==> config.mk <==
export PLATFORM = sky130hd
export DESIGN_NAME = lut_mult_serial
export DESIGN_NICKNAME = d
export VERILOG_FILES = /design/src/rtl/lut_mult_serial.sv
export SDC_FILE = /design/constraint.sdc
export NUM_CORES = 1
export LEC_CHECK = 0
export ABC_AREA = 1
export CORE_ASPECT_RATIO = 2
export CORE_UTILIZATION = 36
export CTS_BUF_LIST = sky130_fd_sc_hd__clkbuf_8
export DETAILED_ROUTE_END_ITERATION = 8
export HOLD_SLACK_MARGIN = 0.05
export PLACE_DENSITY = 0.51
export SLEW_MARGIN = 20
export SYNTH_ARGS = -nofsm -noshare
export SYNTH_HDL_FRONTEND = slang
export SYNTH_SLANG_ARGS = --single-unit
==> constraint.sdc <==
create_clock -name clk -period 4.5 [get_ports clk]
set_input_delay 0.45 -clock clk [delete_from_list [all_inputs] [get_ports clk]]
set_output_delay 0.45 -clock clk [all_outputs]
set_load 0.02 [all_outputs]
==> src/rtl/lut_mult_serial.sv <==
// Nibble-serial multiplier P = X * A. A 16-entry k*A table is rebuilt on every coefficient load.
// Define LUT_MULT_SIGNED_EN for two's-complement X, A and P. The default build is unsigned.
module lut_mult_serial #(
    parameter int X_W = 16,
    parameter int A_W = 8
) (
    input  logic               clk,
    input  logic               rst_n,
    input  logic               coef_load,
    input  logic [A_W-1:0]     coef_in,
    output logic               coef_busy,
    input  logic               in_valid,
    output logic               in_ready,
    input  logic [X_W-1:0]     x_in,
    output logic               out_valid,
    input  logic               out_ready,
    output logic [X_W+A_W-1:0] p_out
);
    localparam int NIB   = X_W / 4;
    localparam int P_W   = X_W + A_W;
    localparam int E_W   = A_W + 4;
    localparam int CNT_W = (NIB > 16) ? $clog2(NIB) : 4;

    typedef enum logic [2:0] {S_EMPTY, S_FILL, S_READY, S_MUL, S_DONE} state_t;
    state_t state, state_nx;

    logic [CNT_W-1:0] cnt;
    logic [A_W-1:0]   coef;
    logic [E_W-1:0]   fill_sum;
    logic [E_W-1:0]   lut [16];
    logic [X_W-1:0]   x_sh;
    logic [P_W-1:0]   acc;
    logic [3:0]       digit;
    logic [E_W-1:0]   entry;
    logic [E_W-1:0]   coef_ext;
    logic [P_W-1:0]   term;
    logic [P_W-1:0]   acc_nx;
    logic             load_ok;
    logic             take_x;
    logic             fill_last;
    logic             mul_last;

    // Handshakes: a transfer happens on a rising edge where valid and ready are both high.
    // in_ready is only ever high in READY, and a coefficient load there takes priority.
    assign load_ok   = coef_load && (state == S_EMPTY || state == S_READY);
    assign take_x    = in_valid && in_ready;
    assign fill_last = (cnt == CNT_W'(15));
    assign mul_last  = (cnt == CNT_W'(NIB - 1));
    assign digit     = x_sh[X_W-1 -: 4];
    assign entry     = lut[digit];

`ifdef LUT_MULT_SIGNED_EN
    assign coef_ext = {{4{coef[A_W-1]}}, coef};
    // The leading digit carries the sign: its weight is d-16 when d[3] is set.
    always_comb begin
        term = {{(P_W-E_W){entry[E_W-1]}}, entry};
        if (cnt == '0 && digit[3])
            term = term - ({{(P_W-A_W){coef[A_W-1]}}, coef} << 4);
    end
`else
    assign coef_ext = {4'b0000, coef};
    assign term     = {{(P_W-E_W){1'b0}}, entry};
`endif

    assign acc_nx = (acc << 4) + term;

    always_ff @(posedge clk or negedge rst_n) begin
        if (!rst_n)
            state <= S_EMPTY;
        else
            state <= state_nx;
    end

    always_comb begin
        state_nx  = state;
        coef_busy = 1'b0;
        in_ready  = 1'b0;
        out_valid = 1'b0;
        case (state)
            S_EMPTY: begin
                if (coef_load)
                    state_nx = S_FILL;
            end
            S_FILL: begin
                coef_busy = 1'b1;
                if (fill_last)
                    state_nx = S_READY;
            end
            S_READY: begin
                in_ready = !coef_load;
                if (coef_load)
                    state_nx = S_FILL;
                else if (in_valid)
                    state_nx = S_MUL;
            end
            S_MUL: begin
                coef_busy = 1'b1;
                if (mul_last)
                    state_nx = S_DONE;
            end
            S_DONE: begin
                coef_busy = 1'b1;
                out_valid = 1'b1;
                if (out_ready)
                    state_nx = S_READY;
            end
            default: state_nx = S_EMPTY;
        endcase
    end

    always_ff @(posedge clk or negedge rst_n) begin
        if (!rst_n) begin
            cnt      <= '0;
            coef     <= '0;
            fill_sum <= '0;
            x_sh     <= '0;
            acc      <= '0;
        end else if (load_ok) begin
            coef     <= coef_in;
            cnt      <= '0;
            fill_sum <= '0;
        end else if (take_x) begin
            x_sh <= x_in;
            acc  <= '0;
            cnt  <= '0;
        end else if (state == S_FILL) begin
            fill_sum <= fill_sum + coef_ext;
            cnt      <= cnt + CNT_W'(1);
        end else if (state == S_MUL) begin
            acc  <= acc_nx;
            x_sh <= x_sh << 4;
            cnt  <= cnt + CNT_W'(1);
        end
    end

    // Table contents need no reset: they are only read in MUL, reachable only after a full FILL.
    always_ff @(posedge clk) begin
        if (state == S_FILL)
            lut[cnt[3:0]] <= fill_sum;
    end

    assign p_out = acc;

endmodule

### After elaboration in Yosys (flattened, before gate mapping)

Memories as Yosys holds them, arrays and structs flattened.
Index checks and enable logic that the tools add are counted.

| operators by class | value |
|---|---|
| $add $sub $neg | 3 |
| multiply operators | 0 |
| divide/modulo/power cells | 0 |
| $lt $le $gt $ge | 0 |
| equality and inequality tests | 13 |
| shifts and indexed selects | 0 |
| multiplexer cells | 25 |
| bitwise operators | 1 |
| reductions and logical operators | 12 |

Operator list:

| kind | count |
|---|---|
| $mux 24 | 3 |
| $mux 16 | 3 |
| $mux 12 | 3 |
| $add 24x12->24 | 1 |
| $mux 3 | 6 |
| $mux 4 | 4 |
| $pmux 3 s5 | 1 |
| $add 12x8->12 | 1 |
| $ne 2x2->1 const B | 6 |
| $eq 3x2->1 const B | 2 |
| $mux 1 | 5 |
| $reduce_and 5->1 | 1 |
| $add 4x1->4 const B | 1 |
| $eq 4x2->1 const B | 1 |
| $eq 4x4->1 const B | 1 |
| $reduce_bool 2->1 | 2 |
| $reduce_bool 4->1 | 1 |
| $eq 3x1->1 const B | 1 |
| $eq 3x3->1 const B | 1 |
| $logic_not 3->1 | 1 |
| $ne 3x3->1 const B | 1 |
| $reduce_and 3->1 | 1 |
| $reduce_or 3->1 | 1 |
| $logic_and 1x1->1 | 2 |
| other kinds (4) | 4 |

| word-level totals | value |
|---|---|
| register bits | 67 |
| bits in latches | 0 |
| memory bits (writable) | 192 |
| bits in read-only memories | 0 |
| bits of input ports | 29 |
| memories kept | 1 |

Memory list:

| memory | words | bits a word | read ports | clocked after Yosys merged registers in | wr ports | line | RTL |
|---|---|---|---|---|---|---|---|
| lut | 16 | 12 | 1 | 0 | 1 | 30 | `logic [E_W-1:0] lut [16];` |

### Longest topological paths before layout

| logic depth | value |
|---|---|
| word-level depth | 5 |
| gate-level depth with buffers | 20 |
| depth with buffers taken out | 18 |

### Least setup slack after synthesis

No wires, ideal clock.

| path | value |
|---|---|
| path kind | reg-to-reg |
| start point | register x_sh[12] |
| end point | register acc[20] (netlist: p_out[20]) |
| library setup time | 0.118 ns |
| arrival time | 2.399 ns |
| data required time | 4.382 ns |
| setup slack | 1.983 ns |
| cell stages (with the launch flop) | 18 |
| clock period less this slack | 2.517 ns |
| cell sequence | dfrtp_1 buf_6 buf_2 buf_2 o21ai_0 o211ai_1 o211ai_1 nand2_1 ha_1 fa_1 nand3_1 nand3_1 nand2_1 nand2_1 nand2_1 nand2_1 nand3_1 nand2_1 |

| on the way | value |
|---|---|
| cells in the longest elaborated chain, start to end | 5 |

Ends and longest elaborated chain:

| what | line | RTL |
|---|---|---|
| from (decl) | 31 | `logic [X_W-1:0] x_sh;` |
| from (signal assigned) | 123 | `x_sh <= x_in;` |
| from (signal assigned) | 131 | `x_sh <= x_sh << 4;` |
| $mem_v2 16x12 | -- |  |
| $add 24x12->24 | 65 | `assign acc_nx = (acc << 4) + term;` |
| $mux 24 | 129 | `end else if (state == S_MUL) begin` |
| $mux 24 | 126 | `end else if (state == S_FILL) begin` |
| $mux 24 | 122 | `end else if (take_x) begin` |
| to (signal assigned) | 130 | `acc <= acc_nx;` |
| to (decl) | 32 | `logic [P_W-1:0] acc;` |

Every way passes these cells. The select of a mux whose other input is x is not followed.
A chain may end at the register's enable or synchronous reset.

### Worst setup path in the final report

Same ends and word-level chain as after synthesis.

==> impl_results.md <==
* Status: finished clean
* Top FF cell, synth: edfxtp_1
* Clock Path Buffers at 3
* Final hold viol count at 0
* Number of vias per cell at roughly 5.1
* Post-CTS Resized at 0
* Largest net degree at the start of global routing at 97
* Dpl hpwl at 19.9 mm
* Clock Root Buffer: clkbuf_8
* H-tree lvl count at 2
* FF/Latch Area at 7440 um^2
* Slowest Stage Delay on Critical Path at around 0.43 ns
* Final Wtd Congestion at roughly 0.83
* Cells after Synth at 1074
* Post-cts hold buffer count at 0
* Postcts setup bufs at 0
* Setup crit end kind: flip-flop
* Placed cell areas at roughly 13000 um^2
* Final Setup Violations at 0
* Syn_nets at roughly 1.1k
* Hold Path Class: in -> async
* Cell area after synthesis at around 12000 um^2
* Placed Cells at approximately 1.5k
* Final nets at around 1.2k
* ANT nets after route at 0
* Yosys top cell by area: edfxtp_1
* Post-synth ARST share at 0.259
* Die area at about 33000 um^2
* CTS tree: built
* DRC at 0
* Multi-input gate area at roughly 3600 um^2
* Initial antenna violation count at 1
* Max Slew Vio Count at 0
* RSZ-0062 raised after global routing: no
* Worst-path fanout max at 29
* Post-Layout Inst Area at 13400 um^2
* Die W at 129 um
* Tcrit/Tclk final at 0.685
* Routed len/inst at about 19 um
* Share of layout cells above drive strength 1 at 0.0950
* CP startpoint kind: flip-flop
* Max_slew headroom at 0.288
* Die Ht at approximately 260 um
* Layout fillers at 3074
* EDFF count, synth at roughly 190
* Final setup TNS at 0 ns
* Synth top cells by count: edfxtp_1 (192), nand2_1 (177), nor2_1 (173), o21ai_0 (108), nand3_1 (73)
* Yosys Warn Count at 0
* Num Clock Sinks at about 260
* Initial Util at 0.367
* Clock skew at approximately 0.025 ns
* Number of CTS-inserted buffers at 38
* First-pass GRT wire length at 46.6 mm
* Total GRT Usage at 0.190
* Worst VDD drop at ~0.27 mV
* Distinct cells, synth at 46
* Reg2Reg Depth at 17
* Max Cap Viol at 0
* Standard-cell rows at a little over 90
* First-pass DRT Iterations at 5
* Synth-to-Final Area Change at 15.3%
* I/O Buffers at between 50 and 60
* DR vias at 8078
* Core Region at approximately 32000 um^2
* Mean Syn Cell Area at 10.8 um^2
* Flops & latches, synth at 259
* Clk_lat worst skew at ~0.56 ns
* CP Data Required Time at roughly 5.0 ns
* Seq/Total Area, Yosys at 0.642
* Total Wirelength at 29.8 mm
* GRT overflow at 0
* Slowest cell on the critical path: dfrtp_2
* F_max at about 320 MHz
* Clock Pin Slew Worst Setup and Hold Paths at 0.07 ns
* Synth top area cells: edfxtp_1 (50%), dfrtp_1 (14%), nand2_1 (5.7%), nor2_1 (5.6%), o21ai_0 (4.7%)
* I/O Pins at 56
* Crit path time final at roughly 3.1 ns
* First DRT Iteration DRCs at about 400
* Vias in the first global route at 8352
* Count leader, synth: edfxtp_1
* Power Density at a little under 700 nW/um^2
* Lkg Pwr at about 0.0051 uW
* Non-Filler Instances at between 1.5k and 2k
* Total power at 9070 uW
* Worst EP arrival at 3.54 ns
* Critical path, cell by cell: inv_2 > buf_4 > nor2_1 > nor2_1 > o21ai_0 > o211ai_1 > o211ai_1 > nand2_1 > ha_1 > fa_1 > nand3_1 > nand3_1 > nand2_1 > nand2_1 > nand3_1 > nand3_1 > nand2_1
* Kind of critical path: reg -> reg
* Worst slew pin tran at 1.07 ns
* Share of the synthesized area in the top cell type at 0.498
-- final timing paths --
kind | start | end | slack [ns]
min in group clk | p_out[23] | p_out[23] | 0.48
max in group asynchronous | rst_n | x_sh[12] | 3.78
min reg2reg | p_out[23] | p_out[23] | 0.48
max reg2reg | x_sh[12] | p_out[20] | 1.42
max | x_sh[12] | p_out[20] | 1.42
min | rst_n | x_sh[2] | 0.05
-- critical path, delay by kind of cell, from the launching register on --
kind                       cells  cell delay, ns
adders and majority gates      2            0.58
AOI/OAI and AO/OA              3            0.35
and+or+nand+nor               10            1.01
buffers and inverters          2            0.61
DFF                            1            0.43
-- cell usage in the layout, fill, tap and decap left out, types with 20 or more instances in the layout --
cell type and n:
nand3_1 73, clkbuf_8 44, ha_1 20, nor2_1 169
edfxtp_1 192, o21ai_0 108, clkdlybuf4s50_1 54, o221ai_1 24
inv_1 74, nand2_1 177, dfrtp_1 66, o211ai_1 23
-- routing by layer --
metal,share of wire,GRT usage,up-vias
met5,0,0,-
met1,0.36,0.191,3888
met4,0.059,0.118,0
met2,0.54,0.356,211
met3,0.036,0.0278,92
li1,-,-,3887
-- cells by family after synthesis --
| group | share of synthesized area |
|---|---|
| mux | 0.00681 |
| xor+xnor | 0.00529 |
| simple gates | 0.169 |
| flops | 0.642 |
| fa+ha+maj | 0.0251 |
| compound gates | 0.104 |
| buf+inv | 0.0473 |
-- metrics by stage --
stage / setup slack, ns / util / hold slack (ns)
after floorplan: 1.98 / - / 0.154
after global placement: 1.45 / 0.399 / 0.465
after detailed placement: 1.41 / 0.399 / 0.464
after CTS: 1.40 / 0.423 / 0.0548
after global routing: 1.09 / 0.424 / 0.103
final: 1.42 / 0.424 / 0.0451
-- final cells by class --
cell class,count,area share
timing repair buffer,73,0.0530
multi-input combinational,698,0.271
tap,423,0.0396
sequential,259,0.557
inverter,69,0.0201
antenna,1,0.000187
clock inverter,25,0.0132
clock buffer,44,0.0453
-- sequential cells by signal (all words and copies together), names as in the netlist --
| signal | cells |
|---|---|
| p_out | 24 |
| fill_sum | 12 |
| lut | 192 |
| state | 3 |
| cnt | 4 |
| coef | 8 |
| x_sh | 16 |
-- report_power, final --
| group | total [uW] | leakage (uW) | internal [uW] | switching [uW] |
|---|---|---|---|---|
| Clock | 1970 | 0.000453 | 1060 | 907 |
| Combinational | 3450 | 0.00204 | 1200 | 2240 |
| Sequential | 3650 | 0.00260 | 3170 | 483 |
| Total | 9070 | 0.00509 | 5440 | 3630 |
Power figures use the tool's default switching activity.
==> edit 1 (same flow settings) <==
Build with the macro `LUT_MULT_SIGNED_EN` defined.
--- a/src/rtl/lut_mult_serial.sv
+++ b/src/rtl/lut_mult_serial.sv
@@ -2,2 +2,4 @@
 // Define LUT_MULT_SIGNED_EN for two's-complement X, A and P. The default build is unsigned.
+`define LUT_MULT_SIGNED_EN
+
 module lut_mult_serial #(
Check against the original RTL: no difference found for any inputs over 10 cycles, from zero or initial values and one cycle with rst_n low; that may be too few to reach the edited logic, so the function may still have changed.
==> edit 1 against the original RTL <==
Design area increased by 10%. Largest power group is now combinational logic. Non-clock buffer count increased by 25. Area after synthesis rose by 6.9%. Wire length is 27% higher. Power increased by 39%. Critical path type unchanged. Sequential cell count unchanged. Clock skew increased by 17 ps. Worst setup slack got worse by 1200 ps. First-iteration DRC count grew 18%. Critical path depth up 5.
==> edit 1: results <==
set metrics [dict create \
    status "finished, final reports clean" \
    grt_max_degree 68 \
    worstPathMaxFanout 20 \
    grt_use_met2_pct 42.3 \
    path_clk_slew_ps 80 \
    met1_usage_pct 20.8 \
    dr.first_iter.drc_count 482 \
    ir_worst_vdd_v 0.000699 \
    drive_gt1_share_pct 13.0 \
    cts_max_level 2 \
    synth_edf_count 192 \
    cts_resized 1 \
    worstSkewPairLatency_ps 560 \
    synthAdderAreaFrac_pct 5.13 \
    grt_pass1_wl_mm 55.8 \
    track_usage_pct 21.3 \
    port_buffers 55 \
    route.met3.wl_mm 1.34 \
    dp_hpwl_mm 26.2 \
    skew_ps 41.9 \
    ys.flop_type "edfxtp_1" \
    syn_nets 1275 \
    numCtsBuffers 37 \
    muxShareOfSynthArea_pct 0.0909 \
    crit_slowest_cell "dfrtp_4" \
    drc_errors 0 \
    arrival_ps 4680 \
    grt_util_met3_pct 1.88 \
    min_path_type "in2async" \
    leakagePower_nw 5.73 \
    worst_pin_slew_ps 1010 \
    wl_met2_mm 21.6 \
    synthArstFlopShare_pct 25.9 \
    clockBufferDepth 3 \
    cts_setup_buffers 0 \
    seq_area_frac_synth_pct 60.1 \
    nets 1363 \
    grt_pass1_vias 9638 \
    ys_types 46 \
    largest_reg_flops 192 \
    wl_per_cell_um 21.7 \
    synthXorXnorAreaFrac_pct 0.495 \
    via_count 9329 \
    yosys-top-cells-count "nand2_1 (215), edfxtp_1 (192), nor2_1 (154)" \
    max_freq_mhz 236 \
    synth_compound_area_share_pct 13.9 \
    filler_cell_count 3343 \
    drt_first_pass_iters 5 \
    cts-root-buf "clkbuf_8" \
    gp_congestion 0.900 \
    highest_layer "met4" \
    yosysWarnings 0 \
    cpLargestDelayFamily "compound AO/OA/AOI/OAI gates" \
    grt_antenna_before_repair 1 \
    synth_area_leaders "edfxtp_1 (47%), dfrtp_1 (14%), nand2_1 (6.5%)" \
    slowest_delay_ps 570 \
    wl_met1_mm 12.7 \
]
-- edit 1: changes by cell type in the layout (fill, tap and decap cells not counted), sizes merged, moves of 6 or more --
cell / delta
a21oi: +32
buf: +21
clkinv: +9
ha: +26
inv: +6
mux2: -6
nand2: +35
nand3: -28
nor2: -23
nor3: +6
o211ai: -6
o21ai: +35
o22ai: +10
-- edit 1: report_power, final --
part	internal, W	switching [W]
Sequential	0.00327	0.000606
Clock	0.00112	0.000943
Combinational	0.00243	0.00421
-- edit 1: final cells by class --
class	instances	area, um2	area share, %
inverter	87	348	2.37
timing repair inverter	1	8.76	0.0596
timing repair buffer	98	1030	7.02
clock buffer	40	551	3.74
antenna	1	2.50	0.0170
sequential	259	7450	50.6
tap	436	546	3.71
clock inverter	26	259	1.76
multi-input combinational	801	4510	30.7
-- edit 1: worst paths after layout --
check                      depth (start not counted)   endpoint     start  slack, ps
max                                               22  p_out[21]  x_sh[12]        260
max in group asynchronous                          1   x_sh[12]     rst_n       3800
min reg2reg                                        2   x_sh[11]  x_sh[11]        490
min in group clk                                   2   x_sh[11]  x_sh[11]        490
max reg2reg                                       22  p_out[21]  x_sh[12]        260
min                                                1  p_out[20]     rst_n         20
-- edit 1: metrics by stage --
step / worst slack [ps] / std cells / cell area, um2 / hold WS [ps] / util (%)
2_1_floorplan: 662 / 1197 / 12400 / 154 / -
3_3_place_gp: 8.77 / 1669 / 13500 / 467 / 40.0
3_5_place_dp: 14.6 / 1669 / 13500 / 469 / 40.0
4_1_cts: 47.0 / 1735 / 14300 / 53.2 / 42.4
5_1_grt: -63.6 / 1749 / 14700 / 92.9 / 43.6
6_report: 255 / 1749 / 14700 / 16.9 / 43.6
==> edit 2 (same settings) <==
Without the edit above. The 5 states of `state_t` get a one-hot encoding in 5 bits.
--- a/src/rtl/lut_mult_serial.sv
+++ b/src/rtl/lut_mult_serial.sv
@@ -23,3 +23,3 @@
 
-    typedef enum logic [2:0] {S_EMPTY, S_FILL, S_READY, S_MUL, S_DONE} state_t;
+    typedef enum logic [4:0] {S_EMPTY = 5'b00001, S_FILL = 5'b00010, S_READY = 5'b00100, S_MUL = 5'b01000, S_DONE = 5'b10000} state_t;
     state_t state, state_nx;
Function: same outputs for any inputs over 10 cycles, from zero or initial values and one cycle with rst_n low; not proved beyond that.
==> edit 2 against the original RTL <==
Wire length increased by 4.4%. Final cell count increased by 1.8%. Combinational power increased by 10%. Core utilization increased by 0.079 points. Worst setup slack improved by 79 ps. Clock skew increased by 6.7 ps. Die area increased by 0.21%. Power increased by 1.8%. Design area increased by 0.55%. Sequential cell count increased by 2. Area after synthesis increased by 0.22%. Critical endpoint unchanged. Largest cell class unchanged. Highest routed layer unchanged.
==> edit 2: results <==
set metrics [dict create \
    grt_max_degree 98 \
    seq_area_frac_synth_pct 64.6 \
    clockBufferDepth 3 \
    yosys-top-cells-count "nand2_1 (235), edfxtp_1 (192), nand3_1 (134)" \
    yosysWarnings 0 \
    antenna_left 0 \
    grt_pass1_wl_mm 47.3 \
    syn_nets 1153 \
    ys_types 39 \
    grt_antenna_before_repair 1 \
    place_ws_ps 1480 \
    cpLargestDelayFamily "compound AO/OA/AOI/OAI gates" \
    gp_congestion 0.863 \
    max_slew_margin_pct 33.9 \
    drive_gt1_share_pct 9.27 \
    grt_pass1_vias 8286 \
    placed_cell_area_um2 12600 \
    maxCapViolCount 0 \
    ir_worst_vdd_v 0.000299 \
    dr.first_iter.drc_count 379 \
    cts-root-buf "clkbuf_8" \
    leakagePower_nw 5.26 \
    worstSkewPairLatency_ps 560 \
    skew_ps 31.6 \
    largest_reg_flops 192 \
    synthArstFlopShare_pct 26.4 \
    crit_slowest_cell "buf_4" \
    viasPerCell 5.14 \
    slowest_delay_ps 470 \
    ys.flop_type "edfxtp_1" \
    filler_cell_count 3064 \
    worstPathMaxFanout 48 \
    wl_mm 31.1 \
    status "finished, final reports clean" \
    numCtsBuffers 39 \
    synth_area_leaders "edfxtp_1 (50%), dfrtp_1 (15%), nand2_1 (7.6%)" \
    cts_max_level 2 \
    dp_hpwl_mm 20.5 \
    min_path_type "in2async" \
    track_usage_pct 19.4 \
]
==> edit 2: cell count changes after synthesis, sizes merged, moves of 3 or more <==
| cell | change |
|---|---|
| nand3b | +3 |
| nor2 | -52 |
| nand3 | +61 |
| o21ai | -32 |
| o211ai | -16 |
| xnor2 | -3 |
| nand2 | +55 |
| clkbuf | +7 |
| nor3 | +5 |
| xor2 | +3 |
| a31oi | +6 |
| inv | -6 |
| a21oi | -4 |
| buf | -3 |
==> edit 2: routing by layer <==
metal	global-route usage (%)	wire [um]
met5	0	0
met4	8.76	1250
met3	2.49	881
met2	37.8	17800
met1	19.7	11200
==> edit 2: power breakdown <==
part           total (W)  switching, W  internal (W)
logic            0.00380       0.00247       0.00133
clock network    0.00196      0.000931       0.00103
registers        0.00348      0.000425       0.00305
==> edit 2: cell families after synthesis <==
group | synth area share (%)
compound gates | 8.23
xor+xnor | 0.528
fa+ha+maj | 2.50
buf+inv | 4.17
flops | 64.6
mux | 0.679
simple gates | 19.3
==> edit 2: cell type report <==
| class | count | area (um2) | area share, % |
|---|---|---|---|
| antenna | 1 | 2.50 | 0.0186 |
| clock buffer | 45 | 619 | 4.61 |
| clock inverter | 25 | 160 | 1.19 |
| inverter | 64 | 240 | 1.79 |
| multi-input combinational | 725 | 3660 | 27.2 |
| sequential | 261 | 7490 | 55.8 |
| tap | 423 | 529 | 3.94 |
| timing repair buffer | 77 | 728 | 5.42 |
==> edit 2: path summary, 6_finish.rpt <==
kind | start | end | slack [ps] | depth (start not counted)
worst max-delay path | x_sh[13] | p_out[20] | 1500 | 15
worst min-delay path | rst_n | p_out[7] | 420 | 2
worst max register to register | x_sh[13] | p_out[20] | 1500 | 15
worst min register to register | p_out[22] | p_out[22] | 470 | 2
max in group asynchronous | rst_n | x_sh[12] | 3220 | 3
min in group clk | x_in[0] | x_sh[0] | 470 | 3
==> edit 2: repair_timing <==
item / 4_1_cts / 5_1_grt
endpoints found under the hold margin: 35 / 0
endpoints found under the setup margin: 0 / 0
hold buffers: 1 / 0
==> edit 2: metrics by stage <==
| stage | std cells | total power, W |
|---|---|---|
| after floorplan | 1102 | 0.00600 |
| after global placement | 1549 | 0.00733 |
| after detailed placement | 1549 | 0.00737 |
| after CTS | 1620 | 0.00935 |
| after global routing | 1621 | 0.00989 |
| final | 1621 | 0.00923 |
